`src/rtl/dcache_req_arbiter_if.sv`:
```
// dcache_req_arbiter_if: AXI AR/AW address channels plus the merged request port.
// slave = arbiter side, master = AXI source / downstream pipeline side.
//   AR: arid_i, araddr_i, arlen_i, arvalid_i -> arready_o
//   AW: awid_i, awaddr_i, awlen_i, awvalid_i -> awready_o
//   REQ: req_valid_o, req_data_o {is_wr, len, id, addr} <- req_ready_i
interface dcache_req_arbiter_if #(
    parameter int ID_W   = 16,
    parameter int ADDR_W = 64,
    parameter int LEN_W  = 8
);
    localparam int DATA_W = 1 + LEN_W + ID_W + ADDR_W;

    logic [ID_W-1:0]   arid_i;
    logic [ADDR_W-1:0] araddr_i;
    logic [LEN_W-1:0]  arlen_i;
    logic              arvalid_i;
    logic              arready_o;

    logic [ID_W-1:0]   awid_i;
    logic [ADDR_W-1:0] awaddr_i;
    logic [LEN_W-1:0]  awlen_i;
    logic              awvalid_i;
    logic              awready_o;

    logic              req_valid_o;
    logic              req_ready_i;
    logic [DATA_W-1:0] req_data_o;

    modport slave (
        input  arid_i, araddr_i, arlen_i, arvalid_i,
        output arready_o,
        input  awid_i, awaddr_i, awlen_i, awvalid_i,
        output awready_o,
        output req_valid_o, req_data_o,
        input  req_ready_i
    );

    modport master (
        output arid_i, araddr_i, arlen_i, arvalid_i,
        input  arready_o,
        output awid_i, awaddr_i, awlen_i, awvalid_i,
        input  awready_o,
        input  req_valid_o, req_data_o,
        output req_ready_i
    );
endinterface

```
`src/rtl/dcache_req_arbiter.sv`:
```
// dcache_req_arbiter: merges AXI AR and AW into one ordered request stream.
// Ports: clk, rst (sync, active high), io (dcache_req_arbiter_if.slave).
//   Each channel has a one-entry holder; a registered output slot feeds
//   the lookup pipeline. Round-robin with streak cap and same-line ordering.
module dcache_req_arbiter #(
    parameter int ID_W       = 16,
    parameter int ADDR_W     = 64,
    parameter int LEN_W      = 8,
    parameter int LINE_OFF   = 6,
    parameter int MAX_STREAK = 4
) (
    input  logic                clk,
    input  logic                rst,
    dcache_req_arbiter_if.slave io
);
    localparam int DATA_W = 1 + LEN_W + ID_W + ADDR_W;
    localparam int STRK_W = $clog2(MAX_STREAK + 1);
    localparam logic [STRK_W-1:0] STRK_MAX = STRK_W'(MAX_STREAK);

    // holding registers
    logic              r_ar_held;
    logic [ID_W-1:0]   r_ar_id;
    logic [ADDR_W-1:0] r_ar_addr;
    logic [LEN_W-1:0]  r_ar_len;

    logic              r_aw_held;
    logic [ID_W-1:0]   r_aw_id;
    logic [ADDR_W-1:0] r_aw_addr;
    logic [LEN_W-1:0]  r_aw_len;

    // ordering / fairness state
    logic              r_age_vld;
    logic              r_age_aw_old;
    logic              r_last_aw;
    logic [STRK_W-1:0] r_streak;

    // output slot
    logic              r_out_vld;
    logic [DATA_W-1:0] r_out_data;

    logic              w_ar_rdy;
    logic              w_aw_rdy;
    logic              w_ar_fire;
    logic              w_aw_fire;
    logic              w_both;
    logic              w_same_line;
    logic              w_streak_max;
    logic              w_out_free;
    logic              w_gnt_ar;
    logic              w_gnt_aw;
    logic              w_load;
    logic              w_ar_nxt;
    logic              w_aw_nxt;
    logic [DATA_W-1:0] w_gnt_data;

    // Ready reflects only holder occupancy, never the incoming valid.
    assign w_ar_rdy  = ~r_ar_held & ~rst;
    assign w_aw_rdy  = ~r_aw_held & ~rst;
    assign w_ar_fire = io.arvalid_i & w_ar_rdy;
    assign w_aw_fire = io.awvalid_i & w_aw_rdy;

    assign io.arready_o   = w_ar_rdy;
    assign io.awready_o   = w_aw_rdy;
    assign io.req_valid_o = r_out_vld & ~rst;
    assign io.req_data_o  = rst ? '0 : r_out_data;

    assign w_both       = r_ar_held & r_aw_held;
    assign w_same_line  = r_ar_addr[ADDR_W-1:LINE_OFF]
                       == r_aw_addr[ADDR_W-1:LINE_OFF];
    assign w_streak_max = (r_streak == STRK_MAX);
    assign w_out_free   = ~r_out_vld | io.req_ready_i;

    always_comb begin
        w_gnt_ar = 1'b0;
        w_gnt_aw = 1'b0;
        if (r_ar_held && !r_aw_held) begin
            w_gnt_ar = 1'b1;
        end else if (r_aw_held && !r_ar_held) begin
            w_gnt_aw = 1'b1;
        end else if (w_both && w_same_line) begin
            // Same line: keep arrival order; a tie goes to the read.
            w_gnt_aw = r_age_vld & r_age_aw_old;
            w_gnt_ar = ~(r_age_vld & r_age_aw_old);
        end else if (w_both && w_streak_max) begin
            w_gnt_aw = ~r_last_aw;
            w_gnt_ar = r_last_aw;
        end else if (w_both) begin
            w_gnt_aw = ~r_last_aw;
            w_gnt_ar = r_last_aw;
        end
    end

    assign w_load = (w_gnt_ar | w_gnt_aw) & w_out_free;

    assign w_gnt_data = w_gnt_aw
        ? {1'b1, r_aw_len, r_aw_id, r_aw_addr}
        : {1'b0, r_ar_len, r_ar_id, r_ar_addr};

    // Occupancy after this edge, used to decide the age bit.
    assign w_ar_nxt = (r_ar_held & ~(w_load & w_gnt_ar)) | w_ar_fire;
    assign w_aw_nxt = (r_aw_held & ~(w_load & w_gnt_aw)) | w_aw_fire;

    always_ff @(posedge clk) begin
        if (rst) begin
            r_ar_held <= 1'b0;
            r_ar_id   <= '0;
            r_ar_addr <= '0;
            r_ar_len  <= '0;
        end else if (w_ar_fire) begin
            r_ar_held <= 1'b1;
            r_ar_id   <= io.arid_i;
            r_ar_addr <= io.araddr_i;
            r_ar_len  <= io.arlen_i;
        end else if (w_load && w_gnt_ar) begin
            r_ar_held <= 1'b0;
        end
    end

    always_ff @(posedge clk) begin
        if (rst) begin
            r_aw_held <= 1'b0;
            r_aw_id   <= '0;
            r_aw_addr <= '0;
            r_aw_len  <= '0;
        end else if (w_aw_fire) begin
            r_aw_held <= 1'b1;
            r_aw_id   <= io.awid_i;
            r_aw_addr <= io.awaddr_i;
            r_aw_len  <= io.awlen_i;
        end else if (w_load && w_gnt_aw) begin
            r_aw_held <= 1'b0;
        end
    end

    always_ff @(posedge clk) begin
        if (rst) begin
            r_age_vld    <= 1'b0;
            r_age_aw_old <= 1'b0;
        end else if (!(w_ar_nxt && w_aw_nxt)) begin
            r_age_vld    <= 1'b0;
        end else if (w_ar_fire && !w_aw_fire) begin
            r_age_vld    <= 1'b1;
            r_age_aw_old <= 1'b1;
        end else if (w_aw_fire && !w_ar_fire) begin
            r_age_vld    <= 1'b1;
            r_age_aw_old <= 1'b0;
        end else if (w_ar_fire && w_aw_fire) begin
            r_age_vld    <= 1'b0;
        end
    end

    always_ff @(posedge clk) begin
        if (rst) begin
            r_last_aw <= 1'b1;
            r_streak  <= '0;
        end else if (w_load) begin
            r_last_aw <= w_gnt_aw;
            if (w_gnt_aw == r_last_aw) begin
                r_streak <= w_streak_max ? STRK_MAX : r_streak + 1'b1;
            end else begin
                r_streak <= STRK_W'(1);
            end
        end
    end

    always_ff @(posedge clk) begin
        if (rst) begin
            r_out_vld  <= 1'b0;
            r_out_data <= '0;
        end else if (w_load) begin
            r_out_vld  <= 1'b1;
            r_out_data <= w_gnt_data;
        end else if (io.req_ready_i) begin
            r_out_vld  <= 1'b0;
        end
    end
endmodule

```
`src/flat_wrapper.sv`:
```
// flat-port wrapper written by rule: the top's interface ports become plain ports
module dcache_req_arbiter_flat 
#(
    parameter int ID_W       = 16,
    parameter int ADDR_W     = 64,
    parameter int LEN_W      = 8,
    parameter int LINE_OFF   = 6,
    parameter int MAX_STREAK = 4
)
  (clk, rst, io_arid_i, io_araddr_i, io_arlen_i, io_arvalid_i, io_arready_o, io_awid_i, io_awaddr_i, io_awlen_i, io_awvalid_i, io_awready_o, io_req_valid_o, io_req_data_o, io_req_ready_i);
  dcache_req_arbiter_if #(.ID_W(ID_W), .ADDR_W(ADDR_W), .LEN_W(LEN_W)) io_i ();
  input  logic clk;
  input  logic rst;
  input wire logic [$bits(io_i.arid_i)-1:0] io_arid_i;
  input wire logic [$bits(io_i.araddr_i)-1:0] io_araddr_i;
  input wire logic [$bits(io_i.arlen_i)-1:0] io_arlen_i;
  input wire logic [$bits(io_i.arvalid_i)-1:0] io_arvalid_i;
  output wire logic [$bits(io_i.arready_o)-1:0] io_arready_o;
  input wire logic [$bits(io_i.awid_i)-1:0] io_awid_i;
  input wire logic [$bits(io_i.awaddr_i)-1:0] io_awaddr_i;
  input wire logic [$bits(io_i.awlen_i)-1:0] io_awlen_i;
  input wire logic [$bits(io_i.awvalid_i)-1:0] io_awvalid_i;
  output wire logic [$bits(io_i.awready_o)-1:0] io_awready_o;
  output wire logic [$bits(io_i.req_valid_o)-1:0] io_req_valid_o;
  output wire logic [$bits(io_i.req_data_o)-1:0] io_req_data_o;
  input wire logic [$bits(io_i.req_ready_i)-1:0] io_req_ready_i;
  assign io_i.arid_i = io_arid_i;
  assign io_i.araddr_i = io_araddr_i;
  assign io_i.arlen_i = io_arlen_i;
  assign io_i.arvalid_i = io_arvalid_i;
  assign io_arready_o = io_i.arready_o;
  assign io_i.awid_i = io_awid_i;
  assign io_i.awaddr_i = io_awaddr_i;
  assign io_i.awlen_i = io_awlen_i;
  assign io_i.awvalid_i = io_awvalid_i;
  assign io_awready_o = io_i.awready_o;
  assign io_req_valid_o = io_i.req_valid_o;
  assign io_req_data_o = io_i.req_data_o;
  assign io_i.req_ready_i = io_req_ready_i;
  dcache_req_arbiter #(.ID_W(ID_W), .ADDR_W(ADDR_W), .LEN_W(LEN_W), .LINE_OFF(LINE_OFF), .MAX_STREAK(MAX_STREAK)) u_core (.clk(clk), .rst(rst), .io(io_i));
endmodule
```
`config.mk`:
```
export PLATFORM = sky130hd
export DESIGN_NAME = dcache_req_arbiter_flat
export DESIGN_NICKNAME = d
export VERILOG_FILES = /design/src/rtl/dcache_req_arbiter_if.sv /design/src/rtl/dcache_req_arbiter.sv /design/src/flat_wrapper.sv
export SDC_FILE = /design/constraint.sdc
export NUM_CORES = 1
export LEC_CHECK = 0
export ABC_AREA = 1
export ABC_CLOCK_PERIOD_IN_PS = 3850
export CAP_MARGIN = 20
export CORE_ASPECT_RATIO = 0.75
export CORE_UTILIZATION = 31
export DETAILED_ROUTE_END_ITERATION = 6
export HOLD_SLACK_MARGIN = 0.05
export PLACE_DENSITY = 0.51
export SYNTH_ARGS = -nofsm -noshare
export SYNTH_HDL_FRONTEND = slang
export SYNTH_SLANG_ARGS = --single-unit
```
`constraint.sdc`:
```
create_clock -name clk -period 3.85 [get_ports clk]
set_input_delay 0.9625 -clock clk [delete_from_list [all_inputs] [get_ports clk]]
set_output_delay 0.9625 -clock clk [all_outputs]
set_load 0.01 [all_outputs]
```
Word level (Yosys, flattened, before mapping) --
Index checks and enable logic that the tools add are counted.
Word-level totals: bits of input ports 181, register bits 274, output and inout port bits 92
Cells by class: equal/unequal tests 3, bitwise gates (word level) 25, reduce and logical (&&, ||, !) cells 21, multiplexer cells 25, add/subtract/negate cells 1
Operator list (number):
- $mux W89 | 2
- $eq A58 B58 Y1 | 1
- $mux W1 | 21
- $and A1 B1 Y1 | 12
- $logic_and A1 B1 Y1 | 10
- $not A1 Y1 | 9
- $reduce_bool A2 Y1 | 4
- $mux W3 | 2
- $logic_not A1 Y1 | 4
- $or A1 B1 Y1 | 4
- $add A3 B1 Y3 const B | 1
- $eq A3 B3 Y1 const B | 1
- $reduce_bool A3 Y1 | 1
- $reduce_and A2 Y1 | 1
- $reduce_or A2 Y1 | 1
- $eq A1 B1 Y1 | 1

Depth between registers and ports, before layout --
Gate-level depths: netlist of the first run.
word-level depth 15, depth in mapped cells 19, gate-level depth less buffers 19

Worst setup path after synthesis of the first run --
OpenSTA, ideal clock, no wires.
kind input-to-output, from in rst, to out io_req_data_o[0], slack 1.064 ns, path buffers 3, cell stages on the path 4, required time 2.888 ns, data arrival time 1.823 ns, cell sequence clkbuf_1 > clkbuf_1 > clkbuf_1 > nor2_1
On the way: longest elaborated chain between the ends 1
Ends and longest elaborated chain:
- from (decl) | line flat_wrapper.sv:13 | input logic rst;
- $mux W89 | line dcache_req_arbiter.sv:65 | assign io.req_data_o = rst ? '0 : r_out_data;
- to (decl) | line flat_wrapper.sv:25 | output wire logic [$bits(io_i.req_data_o)-1:0] io_req_data_o;
No other way between the ends.

Final worst setup path of the first run --
from in rst, to out io_req_data_o[17]
Same word-level chain as after synthesis.

==> results.cfg, run 1 <==
[timing]
hold_viol = 0
setup_tns_ns = 0
finalCritPeriodShare = 0.868
max_freq_mhz = 299
maxSlewHeadroom = 0.408
fin_crit_ns = 3.34
worst_slew_pin_slew_ns = 0.888
slew_viol_final = 0
final.setup_skew_ns = 0.0145
rsz0062_at_grt = false
setup_ws_ns = 0.508
setup_violations = 0

[synth]
synthMuxAreaShare = 0.000844
syn_nets = 1892
synth_compound_area_frac = 0.244
ys_seq_elements = 271
synthFlopType = dfxtp_1
synth_warnings = 0
synth_top_family_by_area = compound AO/OA/AOI/OAI gates
ys_async_sr_fraction = 0
synth_fa_ha_area_frac = 0.00211
syn_inst = 1709
synthesis.area_um2 = 11900
synthSimpleGateAreaFrac = 0.171
synth.avg_cell_area_um2 = 6.94
synthXorXnorAreaFrac = 0.00369
synth_edf_count = 0
synth-seq-area-share = 0.458
synth_cell_types = 27

[critical_path]
crit_arrival_ns = 2.38
crit_top_cell = buf_4
end_kind = output pin
cp_cell_sequence = buf_4 > buf_4 > nor2_1 > clkdlybuf4s50_1
cp_max_fo = 37
worstPathRequired_ns = 2.89
cp_slowest_stage_delay_ns = 0.48
r2r-end = u_core.r_age_aw_old$_SDFFE_PP0P_
path_buf_inv = 3
setup.worst_path.class = in2out
critPathLaunchType = input port
critPathTopFamily = buffers and inverters
r2r_cells = 16
r2r_start = u_core.r_ar_held$_SDFFE_PP0P_
reg2reg_setup_slack_ns = 0.79
crit_path_top_delay_cell = clkdlybuf4s50_1

[global_routing]
grt_usage = 0.179
grt_max_degree = 99
overflow = 0
first_global_vias = 10505
grt_pass1_wl_um = 56500
antenna_found_initial = 3

[drt]
first_iter_violations = 684
route.detailed.wl_per_inst_um = 14.8
drt_wl_total_um = 36000
vias = 11211
vias_per_cell = 4.60
antenna_left = 0
drtPass1Iterations = 5
drcViolationCount = 0

[pwr]
p_leak_uw = 0.00624
intPower_uw = 5360
combPwrFrac = 0.180
p_seq_frac = 0.429
netSwitchingPower_uw = 2030
peakVddDrop_mv = 0.340
p_per_area_nw_per_um2 = 464
switching_share = 0.275
power_frac_clock = 0.391

[clock_network]
numCtsBuffers = 30
cts_resized = 0
cts_hold_buf = 0
cts_tree = done
clk_transition_reported_paths_ns = 0.06
cts_setup_buffers = 0
cts.sinks = 271
htreeDepth = 1
clock_latency_ns = 0.57
clock_path_buffers = 3
ctsRootBufferMaster = clkbuf_16

[hold_path]
min_path_type = reg2reg
holdPathStages = 2
worstHoldEndpoint = u_core.r_ar_id[8]$_SDFFE_PP0P_
hp-start = u_core.r_ar_id[8]$_SDFFE_PP0P_

[finish]
layout-drive-gt1-share = 0.0554
n_fill_cell = 3900
syn2layout_area_growth_pct = 34.3
layout.nets = 2097

[floorplan]
dieArea_um2 = 39000
initial_core_util = 0.317
dieWidth_um = 228
rows = 61
io_pins = 273
core_um2 = 37400
die_height_um = 171

[place]
dp_hpwl_um = 23900
io_buffers = 272
dp_slack_ns = 0.497
gp_congestion = 0.782

[outcome]
outcome = finished clean

[flow_run]
max_cap_viol_count = 0
[worst max path at each step]
stage                                  start                                to  slack (ns)  cells after the start
3_3_place_gp                             rst                 io_req_data_o[14]        0.52                      4
5_1_grt        u_core.r_aw_held$_SDFFE_PP0P_  u_core.r_age_aw_old$_SDFFE_PP0P_        0.30                     15
2_1_floorplan                            rst                  io_req_data_o[0]        1.06                      4
3_5_place_dp                             rst                 io_req_data_o[17]        0.50                      4
6_report                                 rst                 io_req_data_o[17]        0.51                      4
4_1_cts                                  rst                 io_req_data_o[17]        0.49                      4
[worst reg2reg max path: stages, from the launching register on]
cell     delay, ns
dfxtp_1       0.47
nand2_1       0.15
a21oi_1       0.15
nand3_1       0.09
nor2_1        0.14
nand2_1       0.09
nor2_2        0.10
nand3_1       0.13
nand3_4       0.16
buf_4         0.61
o21ai_0       0.37
nand2_1       0.17
nand2_1       0.10
nand3_1       0.11
nand2_1       0.05
inv_1         0.04
nor2_1        0.04
[cells in the mapped netlist (all sizes together) (2+ instances only)]
library cell	instances	area share
a21oi	229	0.11
nand3	48	0.021
nor2	129	0.041
nand2	337	0.11
xnor2	4	0.0030
o21ai	326	0.14
ha	2	0.0021
dfxtp	271	0.46
buf	34	0.019
or2	2	0.0011
clkbuf	82	0.026
nand4	2	0.0011
inv	240	0.076
[registers in the layout, summed over array words and instances, names as in the netlist]
signal,flops
u_core.r_aw_addr,64
u_core.r_ar_len,8
u_core.r_ar_held,1
u_core.r_aw_held,1
u_core.r_out_vld,1
u_core.r_last_aw,1
u_core.r_ar_id,16
u_core.r_aw_len,8
u_core.r_age_vld,1
u_core.r_out_data,89
u_core.r_age_aw_old,1
u_core.r_ar_addr,64
u_core.r_aw_id,16
[cell type report]
class,instances,area (um^2),area share
antenna,1,2.50,0.000157
clock buffer,45,857,0.0538
multi-input combinational,1081,5030,0.316
clock inverter,6,116,0.00731
timing repair buffer,289,2950,0.185
sequential,271,5430,0.341
inverter,241,910,0.0571
tap,504,631,0.0396
[power groups by stage]
stage | logic [uW] | registers [uW] | clock network [uW]
floorplan | 797 | 3210 | 0
CTS | 1350 | 3170 | 2970
detailed placement | 1340 | 3230 | 0
global route | 1500 | 3200 | 3090
global placement | 1340 | 3230 | 0
finish | 1330 | 3170 | 2890
[layout by cell type, fill, tap and decap left out, types with 3 or more instances in the layout]
master and count:
nand2_1 334, o21ai_0 293, clkdlybuf4s50_1 271, dfxtp_1 271, inv_1 229, a21oi_1 199, nor2_1 128, nand3_1 47
o21ai_1 33, a21oi_2 30, clkbuf_16 30, inv_2 11, clkbuf_1 10, buf_4 10, buf_12 8, clkbuf_8 5
xnor2_1 4, bufinv_16 3
[logic make-up after synthesis]
| family | count (synthesis) |
|---|---|
| mux | 1 |
| flops | 271 |
| simple gates | 518 |
| buf+inv | 357 |
| compound gates | 555 |
| xor+xnor | 5 |
| fa+ha+maj | 2 |
[routing by layer]
layer  wire, um  global-route usage
met3       1910              0.0401
met1      17900               0.252
met5         21                   0
met4        662              0.0355
met2      15500               0.279
[metrics by stage]
step	instance area (um^2)	power, uW	util	instances	hold slack [ns]
floorplan	11900	4010	-	1709	0.425
CTS	15900	7490	0.426	2437	0.447
detailed placement	14900	4580	0.400	2386	0.439
global placement	14900	4560	0.400	2386	0.435
finish	15900	7390	0.426	2438	0.443
global route	15900	7790	0.426	2437	0.466
No activity file was read; power rests on OpenSTA's default activity.
==> inputs of run 2 (changes only) <==
CORE_MARGIN = 2   (was not set)
SKIP_CTS_REPAIR_TIMING = 1   (was not set)
==> results.cfg, run 2 (synthesis results as in run 1) <==
[drt]
drtPass1Iterations = 5
drcViolationCount = 0
first_iter_violations = 580
antenna_left = 0
vias_per_cell = 4.54
route.detailed.wl_per_inst_um = 14.8
drt_wl_total_um = 36100
vias = 11122

[global_routing]
grt_max_degree = 142
overflow = 0
first_global_vias = 10584
antenna_found_initial = 3
grt_usage = 0.178
grt_pass1_wl_um = 57600

[place]
gp_congestion = 0.743
io_buffers = 272
dp.cells = 2401
dp_hpwl_um = 24400

[pwr]
p_per_area_nw_per_um2 = 470
p_leak_uw = 0.00628
peakVddDrop_mv = 0.290

[floorplan]
initial_core_util = 0.312
dieWidth_um = 230
rows = 62
dieArea_um2 = 39800
io_pins = 273
core_um2 = 38000
die_height_um = 173

[clock_network]
clk_transition_reported_paths_ns = 0.06
htreeDepth = 1
cts.sinks = 271
ctsRootBufferMaster = clkbuf_16
clock_latency_ns = 0.55
clock_path_buffers = 3
numCtsBuffers = 29
cts_tree = done

[critical_path]
worstPathRequired_ns = 2.89
crit_arrival_ns = 2.45
cp_max_fo = 52
r2r_start = u_core.r_aw_addr[18]$_SDFFE_PP0P_
critPathLaunchType = input port
reg2reg_setup_slack_ns = 0.98
r2r-end = u_core.r_out_data[72]$_SDFFE_PP0P_
setup.worst_path.class = in2out
r2r_cells = 16
end_kind = output pin

[hold_path]
min_path_type = reg2reg
holdPathStages = 2
hp-start = u_core.r_ar_id[14]$_SDFFE_PP0P_
worstHoldEndpoint = u_core.r_ar_id[14]$_SDFFE_PP0P_

[finish]
num_antenna_cells = 0
mostFrequentLayoutCells = nand2_1, o21ai_0, clkdlybuf4s50_1, dfxtp_1, inv_1
layout-drive-gt1-share = 0.0615
largest_register = u_core.r_out_data
syn2layout_area_growth_pct = 34.9
largest_register_ffs = 89
utilization = 0.421
top_regs = u_core.r_out_data x89, u_core.r_ar_addr x64, u_core.r_aw_addr x64
n_fill_cell = 3960
layout.nets = 2103
stdcell_count = 2448
final_common_cell = nand2_1

[timing]
rsz0062_at_grt = false
final.setup_skew_ns = 0.00948
max_freq_mhz = 293
setup_tns_ns = 0
maxSlewHeadroom = 0.386
setup_violations = 0
hold_viol = 0
finalCritPeriodShare = 0.887
worst_slew_pin_slew_ns = 0.922
fin_crit_ns = 3.41
slew_viol_final = 0

[flow_run]
max_cap_viol_count = 0

[outcome]
outcome = finished clean
## run 2: cell count changes in the layout (fill, tap and decap cells not counted)
cell / change
clkbuf_8: +2
buf_12: -1
bufinv_16: +2
clkinv_8: -1
clkbuf_1: -9
diode_2: -1
clkinvlp_4: +2
clkinv_2: +1
clkbuf_16: -1
buf_4: +8
## run 2: critical path, stage by stage
cell and delay [ns]:
buf_4 0.57, buf_4 0.32, nor2_1 0.07, clkdlybuf4s50_1 0.49
## run 2: layout make-up
type / count / area (um^2) / area share
Clock buffer: 37 / 826 / 0.0516
Clock inverter: 10 / 180 / 0.0113
Inverter: 241 / 910 / 0.0569
Multi-Input combinational cell: 1081 / 5030 / 0.314
Sequential cell: 271 / 5430 / 0.339
Tap cell: 512 / 641 / 0.0400
Timing Repair Buffer: 296 / 2990 / 0.187
## run 2: how the worst max path moves through the flow
stage,startpoint,end,cells past startpoint
final,rst,io_req_data_o[11],4
after global routing,rst,io_req_data_o[8],4
after CTS,rst,io_req_data_o[11],4
after detailed placement,rst,io_req_data_o[11],4
after global placement,rst,io_req_data_o[8],4
after floorplan,rst,io_req_data_o[0],4
## run 2: report_power, final
group	total, uW	leakage (uW)	switching, uW	internal, uW
combinational	1350	0.00356	770	575
sequential	3170	0.00223	102	3070
clock	3000	0.000492	1170	1830
## run 2: stage by stage
stage / area [um^2] / worst slack, ns / hold slack, ns / total power, uW
after floorplan: 11900 / 1.06 / 0.425 / 4010
after global placement: 15000 / 0.480 / 0.433 / 4570
after detailed placement: 15000 / 0.431 / 0.440 / 4590
after CTS: 16000 / 0.421 / 0.448 / 7620
after global routing: 16000 / 0.356 / 0.464 / 7910
final: 16000 / 0.436 / 0.444 / 7510
## run 2: routing by layer
layer / share of wire / routed length (um) / track usage / vias to the layer above
met5: 0.00066 / 24 / 0 / -
met4: 0.016 / 565 / 0.0339 / 4
met3: 0.049 / 1770 / 0.0375 / 43
met2: 0.42 / 15300 / 0.269 / 216
met1: 0.51 / 18500 / 0.261 / 5006
li1: - / - / - / 5853
==> inputs of run 3 (changes only) <==
CAP_MARGIN = not set   (was 20)
CORE_UTILIZATION = 60   (was 31)
DONT_BUFFER_PORTS = 1   (was not set)
PLACE_DENSITY = 0.73   (was 0.51)
==> results.cfg, run 3 (synthesis results as in run 1) <==
[critical_path]
cp_max_fo = 84
cp_cell_sequence = nand2_1 > a21oi_1 > nand3_1 > nor2_1 > nand2_1 > nor2_2 > nand3_1 > nand3_1 > nand2_1 > or2_1 > nand2_8 > buf_4 > o21ai_0 > a21oi_1
crit_arrival_ns = 3.47
critPathLaunchType = flop
end_kind = flop
setup.worst_path.class = reg2reg
worstPathRequired_ns = 4.31
crit_path_top_delay_cell = dfxtp_1
path_buf_inv = 1
critPathTopFamily = simple AND/OR/NAND/NOR gates
cp_slowest_stage_delay_ns = 0.51

[floorplan]
dieArea_um2 = 20900
core_um2 = 19400
dieWidth_um = 166
die_height_um = 126
rows = 44
io_pins = 273
initial_core_util = 0.612

[outcome]
outcome = finished clean

[timing]
fin_crit_ns = 3.01
finalCritPeriodShare = 0.782
fin_hold_ws_ns = 0.443
setup_tns_ns = 0
maxSlewHeadroom = 0.365
worst_slew_pin_slew_ns = 0.952
setup_violations = 0
slew_viol_final = 0
final.setup_skew_ns = 0.0234
max_freq_mhz = 332
hold_viol = 0
rsz0062_at_grt = false

[global_routing]
grt_max_degree = 105
overflow = 0
first_global_vias = 9199
antenna_found_initial = 6
grt_usage = 0.265
grt_pass1_wl_um = 46200

[drt]
wl_met2_um = 12800
vias = 10236
antenna_left = 0
drtPass1Iterations = 5
drcViolationCount = 0
top_layer = met5
vias_per_cell = 5.35
wl_met3_um = 2260
drt_wl_total_um = 28800
first_iter_violations = 811
route.detailed.wl_per_inst_um = 15.1
wirelength_met1_um = 13100

[flow_run]
max_cap_viol_count = 0

[finish]
syn2layout_area_growth_pct = 7.06
multi_input_area_um2 = 5030
largest_register_ffs = 89
largest_register = u_core.r_out_data
register_area_um2 = 5430
layout-drive-gt1-share = 0.0610
mostFrequentLayoutCells = nand2_1, o21ai_0, dfxtp_1, inv_1, a21oi_1
n_fill_cell = 1819
final_common_cell = nand2_1
top_regs = u_core.r_out_data x89, u_core.r_ar_addr x64, u_core.r_aw_addr x64
layout.nets = 1820

[clock_network]
clock_path_buffers = 3
htreeDepth = 1
cts.sinks = 271
cts_tree = done
clock_latency_ns = 0.53
numCtsBuffers = 27
clk_transition_reported_paths_ns = 0.06
ctsRootBufferMaster = clkbuf_16

[hold_path]
min_path_type = reg2reg

[pwr]
p_leak_uw = 0.00512
peakVddDrop_mv = 0.360
p_per_area_nw_per_um2 = 523

[place]
gp_congestion = 0.839
io_buffers = 0
dp_hpwl_um = 18600
-- run 3: changes by cell type in the layout (fill, tap and decap cells not counted), sizes merged --
| cell | change |
|---|---|
| clkdlybuf4s50 | -271 |
| buf | -10 |
| clkbuf | +5 |
| bufinv | -4 |
| diode | +3 |
| clkinv | +1 |
| clkinvlp | -1 |
| inv | +1 |
-- run 3: worst paths after layout --
kind                                                 startpoint                                end  slack, ns  cells past startpoint
worst min register to register  u_core.r_ar_len[6]$_SDFFE_PP0P_    u_core.r_ar_len[6]$_SDFFE_PP0P_       0.44                      2
worst max-delay path              u_core.r_aw_held$_SDFFE_PP0P_  u_core.r_out_data[0]$_SDFFE_PP0P_       0.84                     14
worst min-delay path            u_core.r_ar_len[6]$_SDFFE_PP0P_    u_core.r_ar_len[6]$_SDFFE_PP0P_       0.44                      2
worst max register to register    u_core.r_aw_held$_SDFFE_PP0P_  u_core.r_out_data[0]$_SDFFE_PP0P_       0.84                     14
-- run 3: per-stage QoR --
stage / util / total power (uW) / instance area [um^2] / setup slack, ns / instances
floorplan: - / 4010 / 11900 / 1.06 / 1709
detailed placement: 0.611 / 4180 / 11800 / 0.849 / 1861
global placement: 0.611 / 4150 / 11800 / 0.889 / 1861
global route: 0.655 / 6960 / 12700 / 0.517 / 1913
CTS: 0.655 / 6690 / 12700 / 0.819 / 1910
finish: 0.655 / 6640 / 12700 / 0.839 / 1913
-- run 3: area by class of cell --
type / instances / area share
diodes: 3 / 0.000591
repair buffers: 15 / 0.0128
flip-flops and latches: 271 / 0.427
clock buffers: 42 / 0.0608
multi-input cells: 1081 / 0.396
inverters: 241 / 0.0717
clock inverters: 7 / 0.00552
well taps: 253 / 0.0249
-- run 3: power breakdown --
| group | internal [uW] | leakage (uW) | switching [uW] |
|---|---|---|---|
| clock | 1450 | 0.000409 | 1070 |
| combinational | 291 | 0.00248 | 654 |
| sequential | 3070 | 0.00223 | 107 |
| total | 4800 | 0.00512 | 1830 |
-- run 3: routing by layer --
| metal | vias to the layer above | GRT usage |
|---|---|---|
| met5 | - | 0 |
| met4 | 4 | 0.0685 |
| met3 | 48 | 0.0635 |
| met2 | 323 | 0.414 |
| met1 | 4571 | 0.372 |
| li1 | 5290 | - |
-- run 3: tightest hold or removal path, stage by stage, from the launching register on --
cell and delay [ns]:
dfxtp_1 0.30, inv_1 0.05, a21oi_1 0.05
==> edit (config.mk and constraints of run 3) <==
`LEN_W` is set to 8 in 3 places; all go to 4.
--- a/src/rtl/dcache_req_arbiter_if.sv
+++ b/src/rtl/dcache_req_arbiter_if.sv
@@ -8,3 +8,3 @@
     parameter int ADDR_W = 64,
-    parameter int LEN_W  = 8
+    parameter int LEN_W  = 4
 );
--- a/src/rtl/dcache_req_arbiter.sv
+++ b/src/rtl/dcache_req_arbiter.sv
@@ -7,3 +7,3 @@
     parameter int ADDR_W     = 64,
-    parameter int LEN_W      = 8,
+    parameter int LEN_W      = 4,
     parameter int LINE_OFF   = 6,
--- a/src/flat_wrapper.sv
+++ b/src/flat_wrapper.sv
@@ -5,3 +5,3 @@
     parameter int ADDR_W     = 64,
-    parameter int LEN_W      = 8,
+    parameter int LEN_W      = 4,
     parameter int LINE_OFF   = 6,
Ports: changed (resized io_arlen_i, io_awlen_i and io_req_data_o); port bits go from 273 to 261. No check against the original RTL was run, so the function may have changed too.
==> edit against run 3 <==
- worst setup slack got worse by 0.019 ns
- routed wire length up 5.4%
- area after synthesis down 5.0%
- final area fell by 4.5%
- first-iteration DRC count up 46%
- sequential cell count fell by 12
- total power down 4.2%
==> edit: results (changes against run 3) <==
status=complete, no violations (unchanged); internal power=4.586 mW (was 4.805 mW); DR iter-0 viols=1,188 (was 811); vias per cell=5.522 (was 5.351); initial antenna violation count=5 (was 6); largest net degree at the start of global routing=170 (was 105); top cells by area, synth=dfxtp_1, o21ai_0, nand2_1 (unchanged); post-synthesis sequential area ratio=46.02% (was 45.76%); first-pass GRT wire length=47.24 mm (was 46.22 mm); Total GRT Usage=29.72% (was 26.51%); drt pass-1 iters=5 (unchanged); HPWL Detailed=20.42 mm (was 18.58 mm); most frequent cells after synthesis=nand2_1, o21ai_0, dfxtp_1, inv_1, a21oi_1 (unchanged); Nets=1,743 (was 1,820); crit-path max FO=72 (was 84); vias in the first global route=8,878 (was 9,199); CTS Buf Count=25 (was 27); VDD IR-drop max=0.0003032 V (was 0.0003604 V); Worst slew margin=50.98% (was 36.55%); met1 GRT Util=42.53% (was 37.21%); share of cells above drive strength 1=4.861% (was 6.095%); synth unique cells=25 (was 27); Syn Nets=1,810 (was 1,892); met3 GRT Util=7.367% (was 6.348%); Placement Cell Area=0.01131 mm² (was 0.01184 mm²); final WL=30.35 mm (was 28.81 mm); worst hold path type=register to register (unchanged); Leak Pwr=4.908 nW (was 5.121 nW); pre-CTS setup slack=0.9374 ns (was 0.8492 ns); Largest regs=u_core.r_out_data x85, u_core.r_ar_addr x64, u_core.r_aw_addr x64 (was u_core.r_out_data x89, u_core.r_ar_addr x64, u_core.r_aw_addr x64); GP Congestion=0.8741 (was 0.8386)
-- edit: cell count changes after synthesis, moves of 4 or more --
cell	run 3	this run
a21oi_2	30	14
o21ai_1	33	14
dfxtp_1	271	259
inv_1	229	225
o21ai_0	293	298
inv_2	11	1
nand2_1	336	323
-- edit: cell type report --
| type | count | area (µm²) |
|---|---|---|
| fillers | 1695 | 6330 |
| flip-flops and latches | 259 | 5185 |
| multi-input cells | 1040 | 4793 |
| inverters | 226 | 853.3 |
| clock buffers | 39 | 778.2 |
| well taps | 247 | 309.0 |
| repair buffers | 16 | 170.2 |
| clock inverters | 4 | 22.52 |
| diodes | 5 | 12.51 |
-- edit: worst max-delay path, stage by stage, from the launching register on --
cell and delay, ns:
dfxtp_1 0.35, inv_1 0.07, nand2_1 0.15, o21ai_0 0.11, nor2_1 0.17, nand2_1 0.11, nor2_1 0.10, nand2_1 0.06
nor2_1 0.12, nand3_1 0.16, nand3_1 0.12, nand2_1 0.08, or2_1 0.30, nand2_8 0.40, buf_4 0.36, o21ai_0 0.12
a21oi_1 0.16
-- edit: worst paths after layout --
check                                        to  cells after the start                               from  slack, ns
min            u_core.r_ar_addr[3]$_SDFFE_PP0P_                      2   u_core.r_ar_addr[3]$_SDFFE_PP0P_       0.45
min reg2reg    u_core.r_ar_addr[3]$_SDFFE_PP0P_                      2   u_core.r_ar_addr[3]$_SDFFE_PP0P_       0.45
max reg2reg  u_core.r_out_data[67]$_SDFFE_PP0P_                     16  u_core.r_aw_addr[59]$_SDFFE_PP0P_       0.82
max          u_core.r_out_data[67]$_SDFFE_PP0P_                     16  u_core.r_aw_addr[59]$_SDFFE_PP0P_       0.82
-- edit: per-layer routing --
layer	wire [µm]	part of all wire (%)	vias to the layer above
met3	2618	8.6	53
met2	13110	43	341
li1	-	-	5061
met5	28	0.092	-
met4	604	2.0	4
met1	13990	46	4680
-- edit: cell families after synthesis --
group,share of synthesized area [%]
DFF,46.02
buffers and inverters,11.72
xor gates and xnor gates,0.6219
adders and majority gates,0.2221
and+or+nand+nor,17.46
AOI/OAI and AO/OA,23.88
muxes,0.08884
-- edit: power groups by stage --
stage	Clock (mW)	Combinational [mW]	Sequential (mW)
final	2.39	0.937	3.04
after global routing	2.53	1.06	3.06
after CTS	2.41	0.931	3.03
after detailed placement	0	0.925	3.09
after global placement	0	0.909	3.08
after floorplan	0	0.733	3.07
-- edit: through the flow --
step                utilization, %  total power, mW  hold slack [ns]  cells
floorplan                        -            3.801           0.4245   1635
global placement             61.29            3.994           0.4336   1788
detailed placement           61.29            4.016           0.4390   1788
CTS                          65.63            6.370           0.4484   1831
global route                 65.66            6.647           0.4640   1833
finish                       65.70            6.358           0.4471   1836
